<file path="src/rtl/sram_sp_ctrl_if.sv">
// Bundle between the single-port SRAM controller, its request/response
// clients and the SRAM macro pins.
interface sram_sp_ctrl_if #(
    parameter int DATA_W = 8,
    parameter int ADDR_W = 8
);
    logic              init_done;
    logic              w_valid;
    logic              w_ready;
    logic [ADDR_W-1:0] w_addr;
    logic [DATA_W-1:0] w_data;
    logic              r_req_valid;
    logic              r_req_ready;
    logic [ADDR_W-1:0] r_addr;
    logic              r_resp_valid;
    logic              r_resp_ready;
    logic [DATA_W-1:0] r_resp_data;
    logic              sram_ceb;
    logic              sram_web;
    logic [ADDR_W-1:0] sram_a;
    logic [DATA_W-1:0] sram_d;
    logic [DATA_W-1:0] sram_q;

    // master: clients plus the macro (which supplies sram_q)
    modport master (
        output w_valid, w_addr, w_data,
        output r_req_valid, r_addr, r_resp_ready,
        output sram_q,
        input  init_done, w_ready, r_req_ready, r_resp_valid, r_resp_data,
        input  sram_ceb, sram_web, sram_a, sram_d
    );

    modport slave (
        input  w_valid, w_addr, w_data,
        input  r_req_valid, r_addr, r_resp_ready,
        input  sram_q,
        output init_done, w_ready, r_req_ready, r_resp_valid, r_resp_data,
        output sram_ceb, sram_web, sram_a, sram_d
    );
endinterface

</file>
<file path="src/rtl/sram_sp_ctrl.sv">
// Single-port SRAM controller: zero-fills the macro after reset, then
// arbitrates write and read channels onto the port with a skid-held response.
module sram_sp_ctrl #(
    parameter int              DATA_W   = 8,
    parameter int              DEPTH    = 256,
    parameter int              ADDR_W   = 8,
    parameter logic [DATA_W-1:0] INIT_VAL = '0
) (
    input  logic          clock,
    input  logic          reset,
    sram_sp_ctrl_if.slave bus
);
    typedef enum logic {
        ST_INIT,
        ST_RUN
    } state_t;

    localparam logic [ADDR_W:0] INIT_LAST = (ADDR_W+1)'(DEPTH - 1);

    state_t            state;
    logic [ADDR_W:0]   init_cnt;
    logic              prio_rd;
    logic              rd_pend;
    logic              hold_vld;
    logic [DATA_W-1:0] hold_data;

    logic              resp_vld;
    logic              rd_ok;
    logic              w_req;
    logic              r_req;
    logic              w_gnt;
    logic              r_gnt;

    always_comb begin
        resp_vld = rd_pend | hold_vld;
        rd_ok    = !(resp_vld && !bus.r_resp_ready);
        w_req    = !reset && (state == ST_RUN) && bus.w_valid;
        r_req    = !reset && (state == ST_RUN) && bus.r_req_valid && rd_ok;
        // prio_rd remembers that the write won the last contention
        w_gnt    = w_req && !(r_req && prio_rd);
        r_gnt    = r_req && !w_gnt;
    end

    always_comb begin
        bus.sram_ceb = 1'b1;
        bus.sram_web = 1'b1;
        bus.sram_a   = '0;
        bus.sram_d   = '0;
        if (!reset) begin
            if (state == ST_INIT) begin
                bus.sram_ceb = 1'b0;
                bus.sram_web = 1'b0;
                bus.sram_a   = init_cnt[ADDR_W-1:0];
                bus.sram_d   = INIT_VAL;
            end else if (w_gnt) begin
                bus.sram_ceb = 1'b0;
                bus.sram_web = 1'b0;
                bus.sram_a   = bus.w_addr;
                bus.sram_d   = bus.w_data;
            end else if (r_gnt) begin
                bus.sram_ceb = 1'b0;
                bus.sram_a   = bus.r_addr;
            end
        end
    end

    always_comb begin
        bus.init_done    = !reset && (state == ST_RUN);
        bus.w_ready      = w_gnt;
        bus.r_req_ready  = r_gnt;
        bus.r_resp_valid = !reset && resp_vld;
        bus.r_resp_data  = '0;
        // Q is only meaningful the cycle after a read; afterwards use the hold copy
        if (!reset) begin
            if (hold_vld)
                bus.r_resp_data = hold_data;
            else if (rd_pend)
                bus.r_resp_data = bus.sram_q;
        end
    end

    always_ff @(posedge clock) begin
        if (reset) begin
            state     <= ST_INIT;
            init_cnt  <= '0;
            prio_rd   <= 1'b0;
            rd_pend   <= 1'b0;
            hold_vld  <= 1'b0;
            hold_data <= '0;
        end else begin
            case (state)
                ST_INIT: begin
                    init_cnt <= init_cnt + 1'b1;
                    if (init_cnt == INIT_LAST)
                        state <= ST_RUN;
                end
                ST_RUN: begin
                    if (w_req && r_req)
                        prio_rd <= w_gnt;
                end
                default: state <= ST_INIT;
            endcase

            rd_pend <= r_gnt;
            if (rd_pend && !bus.r_resp_ready) begin
                hold_vld  <= 1'b1;
                hold_data <= bus.sram_q;
            end else if (hold_vld && bus.r_resp_ready) begin
                hold_vld <= 1'b0;
            end
        end
    end
endmodule

</file>
<file path="src/flat_wrapper.sv">
// flat-port wrapper written by rule: the top's interface ports become plain ports
module sram_sp_ctrl_flat 
#(
    parameter int              DATA_W   = 8,
    parameter int              DEPTH    = 256,
    parameter int              ADDR_W   = 8,
    parameter logic [DATA_W-1:0] INIT_VAL = '0
)
  (clock, reset, bus_w_valid, bus_w_addr, bus_w_data, bus_r_req_valid, bus_r_addr, bus_r_resp_ready, bus_sram_q, bus_init_done, bus_w_ready, bus_r_req_ready, bus_r_resp_valid, bus_r_resp_data, bus_sram_ceb, bus_sram_web, bus_sram_a, bus_sram_d);
  sram_sp_ctrl_if #(.DATA_W(DATA_W), .ADDR_W(ADDR_W)) bus_i ();
  input  logic clock;
  input  logic reset;
  input wire logic [$bits(bus_i.w_valid)-1:0] bus_w_valid;
  input wire logic [$bits(bus_i.w_addr)-1:0] bus_w_addr;
  input wire logic [$bits(bus_i.w_data)-1:0] bus_w_data;
  input wire logic [$bits(bus_i.r_req_valid)-1:0] bus_r_req_valid;
  input wire logic [$bits(bus_i.r_addr)-1:0] bus_r_addr;
  input wire logic [$bits(bus_i.r_resp_ready)-1:0] bus_r_resp_ready;
  input wire logic [$bits(bus_i.sram_q)-1:0] bus_sram_q;
  output wire logic [$bits(bus_i.init_done)-1:0] bus_init_done;
  output wire logic [$bits(bus_i.w_ready)-1:0] bus_w_ready;
  output wire logic [$bits(bus_i.r_req_ready)-1:0] bus_r_req_ready;
  output wire logic [$bits(bus_i.r_resp_valid)-1:0] bus_r_resp_valid;
  output wire logic [$bits(bus_i.r_resp_data)-1:0] bus_r_resp_data;
  output wire logic [$bits(bus_i.sram_ceb)-1:0] bus_sram_ceb;
  output wire logic [$bits(bus_i.sram_web)-1:0] bus_sram_web;
  output wire logic [$bits(bus_i.sram_a)-1:0] bus_sram_a;
  output wire logic [$bits(bus_i.sram_d)-1:0] bus_sram_d;
  assign bus_i.w_valid = bus_w_valid;
  assign bus_i.w_addr = bus_w_addr;
  assign bus_i.w_data = bus_w_data;
  assign bus_i.r_req_valid = bus_r_req_valid;
  assign bus_i.r_addr = bus_r_addr;
  assign bus_i.r_resp_ready = bus_r_resp_ready;
  assign bus_i.sram_q = bus_sram_q;
  assign bus_init_done = bus_i.init_done;
  assign bus_w_ready = bus_i.w_ready;
  assign bus_r_req_ready = bus_i.r_req_ready;
  assign bus_r_resp_valid = bus_i.r_resp_valid;
  assign bus_r_resp_data = bus_i.r_resp_data;
  assign bus_sram_ceb = bus_i.sram_ceb;
  assign bus_sram_web = bus_i.sram_web;
  assign bus_sram_a = bus_i.sram_a;
  assign bus_sram_d = bus_i.sram_d;
  sram_sp_ctrl #(.DATA_W(DATA_W), .DEPTH(DEPTH), .ADDR_W(ADDR_W), .INIT_VAL(INIT_VAL)) u_core (.clock(clock), .reset(reset), .bus(bus_i));
endmodule
</file>
<file path="config.mk">
export PLATFORM = sky130hd
export DESIGN_NAME = sram_sp_ctrl_flat
export DESIGN_NICKNAME = d
export VERILOG_FILES = /design/src/rtl/sram_sp_ctrl_if.sv /design/src/rtl/sram_sp_ctrl.sv /design/src/flat_wrapper.sv
export SDC_FILE = /design/constraint.sdc
export NUM_CORES = 1
export LEC_CHECK = 0
export ABC_AREA = 1
export BUFFER_PORTS_ARGS = -buffer_cell sky130_fd_sc_hd__clkbuf_2
export CAP_MARGIN = 0
export CORE_UTILIZATION = 49
export DETAILED_ROUTE_END_ITERATION = 10
export PLACE_DENSITY = 0.85
export REMOVE_ABC_BUFFERS = 1
export SYNTH_ARGS = -nofsm -noshare
export SYNTH_HDL_FRONTEND = slang
export SYNTH_SLANG_ARGS = --single-unit
</file>
<file path="constraint.sdc">
create_clock -name clock -period 1.9 [get_ports clock]
set_clock_uncertainty 0.05 [all_clocks]
set_input_delay 0.19 -clock clock [delete_from_list [all_inputs] [get_ports clock]]
set_output_delay 0.19 -clock clock [all_outputs]
set_load 0.05 [all_outputs]
</file>
* Yosys cells after proc, flatten, opt, wreduce, memory -nomap -nowiden *
Index checks and enable logic that the tools add are counted.

storage, ports and cells
  bits in registers = 21
  output and inout bits = 30
  memories kept = 0
  logic and storage cells = 49
  latch bits = 0
  memory bits (read-only) = 0
  bits of input ports = 37
  memory bits (writable) = 0

cells by class
  bitwise logic cells = 1
  $mul = 0
  eq/ne operators = 1
  magnitude comparators = 0
  shift operators = 0
  $add $sub $neg = 1
  divide/modulo/power cells = 0
  reduce and logical (&&, ||, !) cells = 19
  mux-type cells = 21

operators by type and width
  cell                                                                    count
  8-bit 2-to-1 mux                                                        10
  1-bit logical AND                                                       12
  1-bit 2-to-1 mux                                                        11
  9-bit by 1-bit adder with 9-bit output (second input constant)          1
  9-bit by 8-bit equality test with 1-bit output (second input constant)  1
  1-bit logical NOT                                                       5
  2-bit AND reduction                                                     1
  2-bit nonzero test                                                      1
  1-bit bitwise OR                                                        1

* Depth between registers and ports, before layout *
Gate-level depths: netlist of run 1.

  depth in word-level cells = 13
  mapped depth = 9
  mapped depth without buffers = 8

* Worst setup path after synthesis of run 1 *
Ideal clock, no wire load.

  path type = flip-flop to output port
  start point = register u_core.hold_vld
  end point = output port bus_r_resp_data[0]
  stages on the path, launching flop included = 6
  required time = 1660 ps
  path buffers = 1
  data arrival time = 2604 ps
  slack = -944 ps
  cells stage by stage = dfxtp_1 > buf_2 > nor2_1 > nor2_1 > inv_1 > nor3_1

between the ends
  word-level cells in the longest chain between the ends = 2

ends and longest elaborated chain
  item                    line                 source
  from (decl)             sram_sp_ctrl.sv:24   logic hold_vld;
  from (signal assigned)  sram_sp_ctrl.sv:88   hold_vld <= 1'b0;
  from (signal assigned)  sram_sp_ctrl.sv:106  hold_vld <= 1'b1;
  from (signal assigned)  sram_sp_ctrl.sv:109  hold_vld <= 1'b0;
  8-bit 2-to-1 mux        sram_sp_ctrl.sv:75   if (hold_vld)
  8-bit 2-to-1 mux        sram_sp_ctrl.sv:74   if (!reset) begin
  to (decl)               flat_wrapper.sv:24   output wire logic [$bits(bus_i.r_resp_data)-1:0] bus_r_resp_data;

No other way between the ends.

* Final worst setup path of run 1 *
  start point = register u_core.hold_vld
  end point = output port bus_sram_a[4]

between the ends
  word-level cells in the longest chain between the ends = 13

ends and longest elaborated chain
  item                 line                source
  1-bit bitwise OR *   sram_sp_ctrl.sv:35  resp_vld = rd_pend | hold_vld;
  1-bit logical AND *  sram_sp_ctrl.sv:36  rd_ok = !(resp_vld && !bus.r_resp_ready);
  1-bit logical NOT *  sram_sp_ctrl.sv:36
  1-bit logical AND *  sram_sp_ctrl.sv:38  r_req = !reset && (state == ST_RUN) && bus.r_req_valid && rd_ok;
  1-bit logical AND    sram_sp_ctrl.sv:40  w_gnt = w_req && !(r_req && prio_rd);
  1-bit logical NOT    sram_sp_ctrl.sv:40
  1-bit logical AND    sram_sp_ctrl.sv:40
  1-bit logical NOT    sram_sp_ctrl.sv:41  r_gnt = r_req && !w_gnt;
  1-bit logical AND    sram_sp_ctrl.sv:41
  8-bit 2-to-1 mux     sram_sp_ctrl.sv:60  end else if (r_gnt) begin
  8-bit 2-to-1 mux *   sram_sp_ctrl.sv:55  end else if (w_gnt) begin
  8-bit 2-to-1 mux *   sram_sp_ctrl.sv:50  if (state == ST_INIT) begin
  8-bit 2-to-1 mux *   sram_sp_ctrl.sv:49  if (!reset) begin
  to (decl)            flat_wrapper.sv:27  output wire logic [$bits(bus_i.sram_a)-1:0] bus_sram_a;

Mark *: on every way between the ends. The rest lies on a longest branch, timed or not.

==> run metrics, run 1 <==
outcome=completed; main combinational cell family by area after synthesis=simple AND/OR/NAND/NOR gates; Register-to-Register Path Depth=5; # IOs=67; critical path type=flip-flop to primary output; Switching Share=0.271; area added between synthesis and finish=43.0%; Max Cap Viol=0; Max VDD drop=0.435 mV; internal power=a little under 0.6 mW; P_leak=between 1 and 1.5 nW; CTS sink cnt=21; hold path depth=3; Die H=54.6 um; cell area after layout=0.00194 mm2; mux contribution to synthesized area=0; Seq/Total Area, Yosys=0.311; first-pass GRT wire length=5080 um; CTS Hold Bufs=0; Via density=5.24; min Tclk post-route=1.85 ns; ANT cells=0; Synth Instances=215; drt total wl=3710 um; Slew Limit Fails=0; CP Launch Type=flip-flop; GR Util All Layers=0.238; core area=between 0.002 and 0.003 mm2; total gr overflow=0; Least-Margin Pin Slew=around 0.29 ns; Synth Area in Adders=0.0185; clock transition at the registers of the reported paths=between 0.1 and 0.15 ns; main area contributors after synthesis=dfxtp_1 (31%), nor2_1 (15%), nand2_1 (8.3%); vias=1662; reg2reg end=u_core.init_cnt[8]$_SDFFE_PP0N_; Async SR Flop Fraction=0; Hold Crit Class=input port to flip-flop; NumNets Final=327; Setup WS post-layout=about 0.05 ns; clock network fraction of total power=0.275; Synth Area in Compound Gates=0.127; Unique masters post-synth=27; CP peak stage delay=0.35 ns; root buffer cell=clkbuf_4; crit path cell chain=buf_6 -> nor2_4 -> nor2_2 -> nor2_4 -> o211ai_1 -> nand3_1 -> nand2_1 -> inv_2 -> buf_8; XOR/XNOR Fraction of Synth Area=0.00647; vias in the first global route=~1300; fmax=0.541 GHz; hold path start=bus_sram_q[0]; count leader, synth=nor2_1; CP max-delay cell=dfxtp_2; final hold vios=0; initial DRC count=56; RSZ-0062 raised after global routing=true; post-synth top area cell=dfxtp_1; syn avg cell area=about 6.3 um2; CP endpoint kind=primary output; Yosys warnings=0; wire per inst=between 10 and 15 um; # H-tree levels=1; # fillers=186; switching power=between 0.2 and 0.25 mW; dpl hpwl=2700 um; Tcrit/Tclk final=0.974; pwr dens=409 mW/mm2; commonest cells in the netlist=nor2_1 (53), nand2_1 (30), inv_1 (28), dfxtp_1 (21), nand3_1 (20); RePlAce Congestion=~0.79; Rel. slew slack=0.810; hold path endpoint=u_core.hold_data[0]$_SDFFE_PP0P_; post-synth top area share=0.311; FF+latch count, synth=21; initial antenna violation count=0; die area=0.00298 mm2; reg2reg setup slack=0.46 ns; Post-Synth Simple-Gate Area=0.408; Clock Path Buffers=2; residual DRC count=0; share of layout cells above drive strength 1=0.373; PortBufs=66; 1st-pass router iterations=5; TritonCTS clock tree=built; number of synthesized flops with an enable pin=0; Num CTS Buffers=3; Final Setup Violations=0; row count=18; largest net degree at the start of global routing=22; Die Wd=54.6 um; CP arrival=1.61 ns; crit path max fanout=8; critical path's most frequent cell=nor2_4; Seq pwr share=0.571; Place WS=0.185 ns; Worst-Skew Late Latency=0.31 ns; dpl cell area=0.00173 mm2; RR Startpoint=u_core.init_cnt[1]$_SDFFE_PP0N_; Synth Flop Type=dfxtp_1; Final ANT Viol Nets=0; Post-Synthesis Cell Area=0.00135 mm2; Worst Path Required=roughly 1.7 ns; Initial Util=0.532; combinational power share=0.154
==> worst max-delay path by stage <==
stage	start	end	slack (ns)	cells past startpoint
5_1_grt	u_core.hold_vld$_SDFFE_PP0P_	bus_sram_a[7]	-0.06	9
6_report	u_core.hold_vld$_SDFFE_PP0P_	bus_sram_a[4]	0.05	9
4_1_cts	u_core.rd_pend$_SDFF_PP0_	bus_sram_a[1]	0.003	7
3_3_place_gp	u_core.rd_pend$_SDFF_PP0_	bus_sram_web	0.23	6
3_5_place_dp	u_core.rd_pend$_SDFF_PP0_	bus_sram_web	0.19	6
2_1_floorplan	u_core.hold_vld$_SDFFE_PP0P_	bus_r_resp_data[0]	-0.95	4
==> kinds of logic after synthesis <==
kind of cell | Yosys count
DFF | 21
adders and majority gates | 2
and+or+nand+nor | 120
xor gates and xnor gates | 1
AOI/OAI and AO/OA | 30
buffers and inverters | 41
==> flip-flops by register name (all words and copies together), names as in the netlist <==
| signal | count |
|---|---|
| u_core.hold_data | 8 |
| u_core.init_cnt | 9 |
| u_core.state | 1 |
| u_core.prio_rd | 1 |
| u_core.rd_pend | 1 |
| u_core.hold_vld | 1 |
==> area by class of cell <==
cell class,count,area (um2),area share
clock inverters,1,5.00,0.00259
repair buffers,76,518,0.268
multi-input cells,153,800,0.413
well taps,30,37.5,0.0194
inverters,33,129,0.0666
clock buffers,3,22.5,0.0116
flip-flops and latches,21,424,0.219
==> what timing repair did <==
item | CTS | global route
endpoints found under the setup margin | 21 | 19
hold endpoints to repair | 0 | 0
resized for setup | 23 | 44
pin swaps | 3 | 7
setup buffers | 0 | 4
==> cell usage in the layout, fill, tap and decap left out, drive strengths merged <==
cell	synthesis	final
a21oi	6	6
buf	5	27
clkbuf	3	52
clkinv	2	3
dfxtp	21	21
ha	2	2
inv	31	31
nand2	31	31
nand3	23	23
nand4	2	2
nor2	54	54
nor3	9	9
nor3b	1	1
o211ai	7	7
o21ai	15	15
o21bai	1	1
o22ai	1	1
xor2	1	1
==> metrics by stage <==
stage                     power [mW]  utilization  TNS (ns)  hold WS, ns  std cells
final                          0.792        0.761         0       0.0682        317
after global routing           0.828        0.761    -0.102       0.0648        317
after CTS                      0.791        0.727         0       0.0646        313
after detailed placement       0.573        0.681         0        0.391        309
after global placement         0.570        0.681         0        0.383        309
after floorplan                0.511            -     -8.23        0.209        207
==> metal layers <==
metal,wire length (um),part of all wire,global-route usage
met5,0,0,0
met4,44,0.012,0.0897
met3,309,0.083,0.0472
met2,1860,0.50,0.411
met1,1500,0.40,0.288
==> critical path, delay by kind of cell (launching register included) <==
kind,cells,cell delay (ns)
buffers and inverters,3,0.33
flip-flops,1,0.35
AO/OA/AOI/OAI,1,0.14
AND/OR/NAND/NOR,5,0.47
==> power groups by stage <==
| stage | combinational [mW] | sequential (mW) | clock [mW] |
|---|---|---|---|
| global route | 0.134 | 0.453 | 0.241 |
| CTS | 0.116 | 0.452 | 0.224 |
| finish | 0.122 | 0.452 | 0.218 |
| global placement | 0.110 | 0.461 | 0 |
| floorplan | 0.0519 | 0.459 | 0 |
| detailed placement | 0.111 | 0.462 | 0 |
Note: power is estimated with default switching activity, not from simulation.
==> run 2, diff against run 1 <==
- CELL_PAD_IN_SITES_DETAIL_PLACEMENT: not set -> 0
- CELL_PAD_IN_SITES_GLOBAL_PLACEMENT: not set -> 2
- CORE_UTILIZATION: 49 -> 24
- PLACE_DENSITY: 0.85 -> not set
- PLACE_DENSITY_LB_ADDON: not set -> 0.1
==> run metrics, run 2 (same netlist as run 1, synthesis figures left out) <==
final hold vios=0 (unchanged); hold path start=bus_sram_q[6] (was bus_sram_q[0]); Multi-input gate area=778 um2 (was 800 um2); CP Buf/Inv Count=3 (unchanged); residual DRC count=0 (unchanged); commonest cells after routing, fill and taps aside=nor2_1 (53), clkbuf_2 (52), nand2_1 (30) (was nor2_1 (50), clkbuf_2 (47), nand2_1 (30)); area added between synthesis and finish=40.1% (was 43.0%); setup TNS=0 ns (unchanged); 1st-pass router iterations=5 (unchanged); CTS sink cnt=21 (unchanged); GR Util All Layers=0.137 (was 0.238); RR Startpoint=u_core.init_cnt[0]$_SDFFE_PP0N_ (was u_core.init_cnt[1]$_SDFFE_PP0N_); total gr overflow=0 (unchanged); crit path max fanout=9 (was 8); total power draw=0.866 mW (was 0.792 mW); CP peak stage delay=0.34 ns (was 0.35 ns); Final ANT Viol Nets=0 (unchanged); pwr dens=457 mW/mm2 (was 409 mW/mm2); initial antenna violation count=0 (unchanged); vias in the first global route=1405 (was 1255); fmax=0.551 GHz (was 0.541 GHz); Final Util=0.360 (was 0.761); cell area after layout=0.00190 mm2 (was 0.00194 mm2); largest net degree at the start of global routing=22 (unchanged); CP max-delay cell=dfxtp_1 (was dfxtp_2); Least-Margin Pin Slew=0.278 ns (was 0.286 ns); CP endpoint kind=primary output (unchanged); row count=26 (was 18); min Tclk post-route=1.81 ns (was 1.85 ns); core area=0.00527 mm2 (was 0.00254 mm2); first-pass GRT wire length=6610 um (was 5080 um); crit path cell chain=buf_4 -> inv_1 -> nor2_1 -> nor3_1 -> clkbuf_2 (was buf_6 -> nor2_4 -> nor2_2 -> nor2_4 -> o211ai_1 -> nand3_1 -> nand2_1 -> inv_2 -> buf_8); Via density=4.35 (was 5.24); vias=1541 (was 1662); Initial Util=0.257 (was 0.532); commonest non-fill, non-tap cell in the layout=nor2_1 (unchanged); P_leak=1.01 nW (was 1.03 nW); RePlAce Congestion=0.730 (was 0.791); TritonCTS clock tree=built (unchanged); Tcrit/Tclk final=0.954 (was 0.974); Most flops, register=u_core.init_cnt (unchanged); Num CTS Buffers=3 (unchanged); Hold Crit Class=input port to flip-flop (unchanged); Max VDD drop=0.212 mV (was 0.435 mV); root buffer cell=clkbuf_8 (was clkbuf_4); # H-tree levels=1 (unchanged); dpl cell area=0.00178 mm2 (was 0.00173 mm2); die area=0.00595 mm2 (was 0.00298 mm2); clock transition at the registers of the reported paths=0.08 ns (was 0.11 ns); storage element area=424 um2 (unchanged); Die Wd=77.1 um (was 54.6 um); initial DRC count=64 (was 56); Die H=77.1 um (was 54.6 um); biggest regs=u_core.init_cnt x9, u_core.hold_data x8 (unchanged); outcome=completed (unchanged); Worst Path Required=1.66 ns (about the same); Final Setup Violations=0 (unchanged); max FFs per register=9 (unchanged); CP arrival=1.57 ns (was 1.61 ns); # fillers=605 (was 186); Worst path top cell family by delay=buffers and inverters (was simple AND/OR/NAND/NOR gates); CP Launch Type=flip-flop (unchanged); RSZ-0062 raised after global routing=true (unchanged); critical path type=flip-flop to primary output (unchanged); Slew Limit Fails=0 (unchanged); ANT cells=0 (unchanged); Worst-Skew Late Latency=0.26 ns (was 0.31 ns); Clock Path Buffers=2 (unchanged); wire per inst=11.4 um (was 11.7 um); drt total wl=4020 um (was 3710 um); PortBufs=66 (unchanged); CTS Hold Bufs=0 (unchanged); share of layout cells above drive strength 1=0.320 (was 0.373); dpl hpwl=3140 um (was 2700 um); NumNets Final=324 (was 327); Rel. slew slack=0.814 (was 0.810); # IOs=67 (unchanged); Max Cap Viol=0 (unchanged); Crit. Startpoint=u_core.hold_vld$_SDFFE_PP0P_ (unchanged)
==> run 2: repair_timing <==
action,4_1_cts,5_1_grt
gates resized for setup,4,39
cloned,0,0
pin swaps,0,4
buffers inserted,0,0
endpoints found under the setup margin,20,16
==> run 2: layer usage <==
metal  global-route usage  up-vias  part of all wire
met5                    0        -                 0
met4               0.0396        0            0.0055
met3               0.0202        2             0.066
met2                0.198       57              0.39
met1                0.206      656              0.54
li1                     -      826                 -
==> run 2: worst reg2reg max path, stage by stage (launching register included) <==
cell and delay, ns:
dfxtp_1 0.39, ha_1 0.25, nand4_1 0.17, nor2_1 0.16
ha_1 0.24, a21oi_1 0.14
==> run 2: layout make-up <==
cell class | instances | area share
repair buffers | 73 | 0.226
well taps | 70 | 0.0462
clock buffers | 3 | 0.0218
inverters | 33 | 0.0679
clock inverters | 1 | 0.00396
flip-flops and latches | 21 | 0.224
multi-input cells | 153 | 0.410
==> run 2: path summary, 6_finish.rpt <==
| kind | end | slack [ns] | depth (start not counted) |
|---|---|---|---|
| worst max-delay path | bus_r_resp_data[5] | 0.09 | 5 |
| worst min-delay path | u_core.hold_data[6]$_SDFFE_PP0P_ | 0.12 | 3 |
| worst max register to register | u_core.init_cnt[8]$_SDFFE_PP0N_ | 0.45 | 5 |
| worst min register to register | u_core.init_cnt[5]$_SDFFE_PP0N_ | 0.44 | 2 |
==> run 2: power by group <==
group | total [mW] | switching (mW) | internal (mW)
logic | 0.117 | 0.0671 | 0.0504
clock network | 0.299 | 0.152 | 0.148
registers | 0.449 | 0.00598 | 0.444
==> run 2: metrics by stage <==
step | std cells | hold WS, ns | setup slack (ns)
after detailed placement | 350 | 0.396 | 0.0789
after global placement | 350 | 0.386 | 0.158
after floorplan | 207 | 0.209 | -0.953
final | 354 | 0.123 | 0.0867
after CTS | 354 | 0.116 | 0.0319
after global routing | 354 | 0.122 | -0.0180
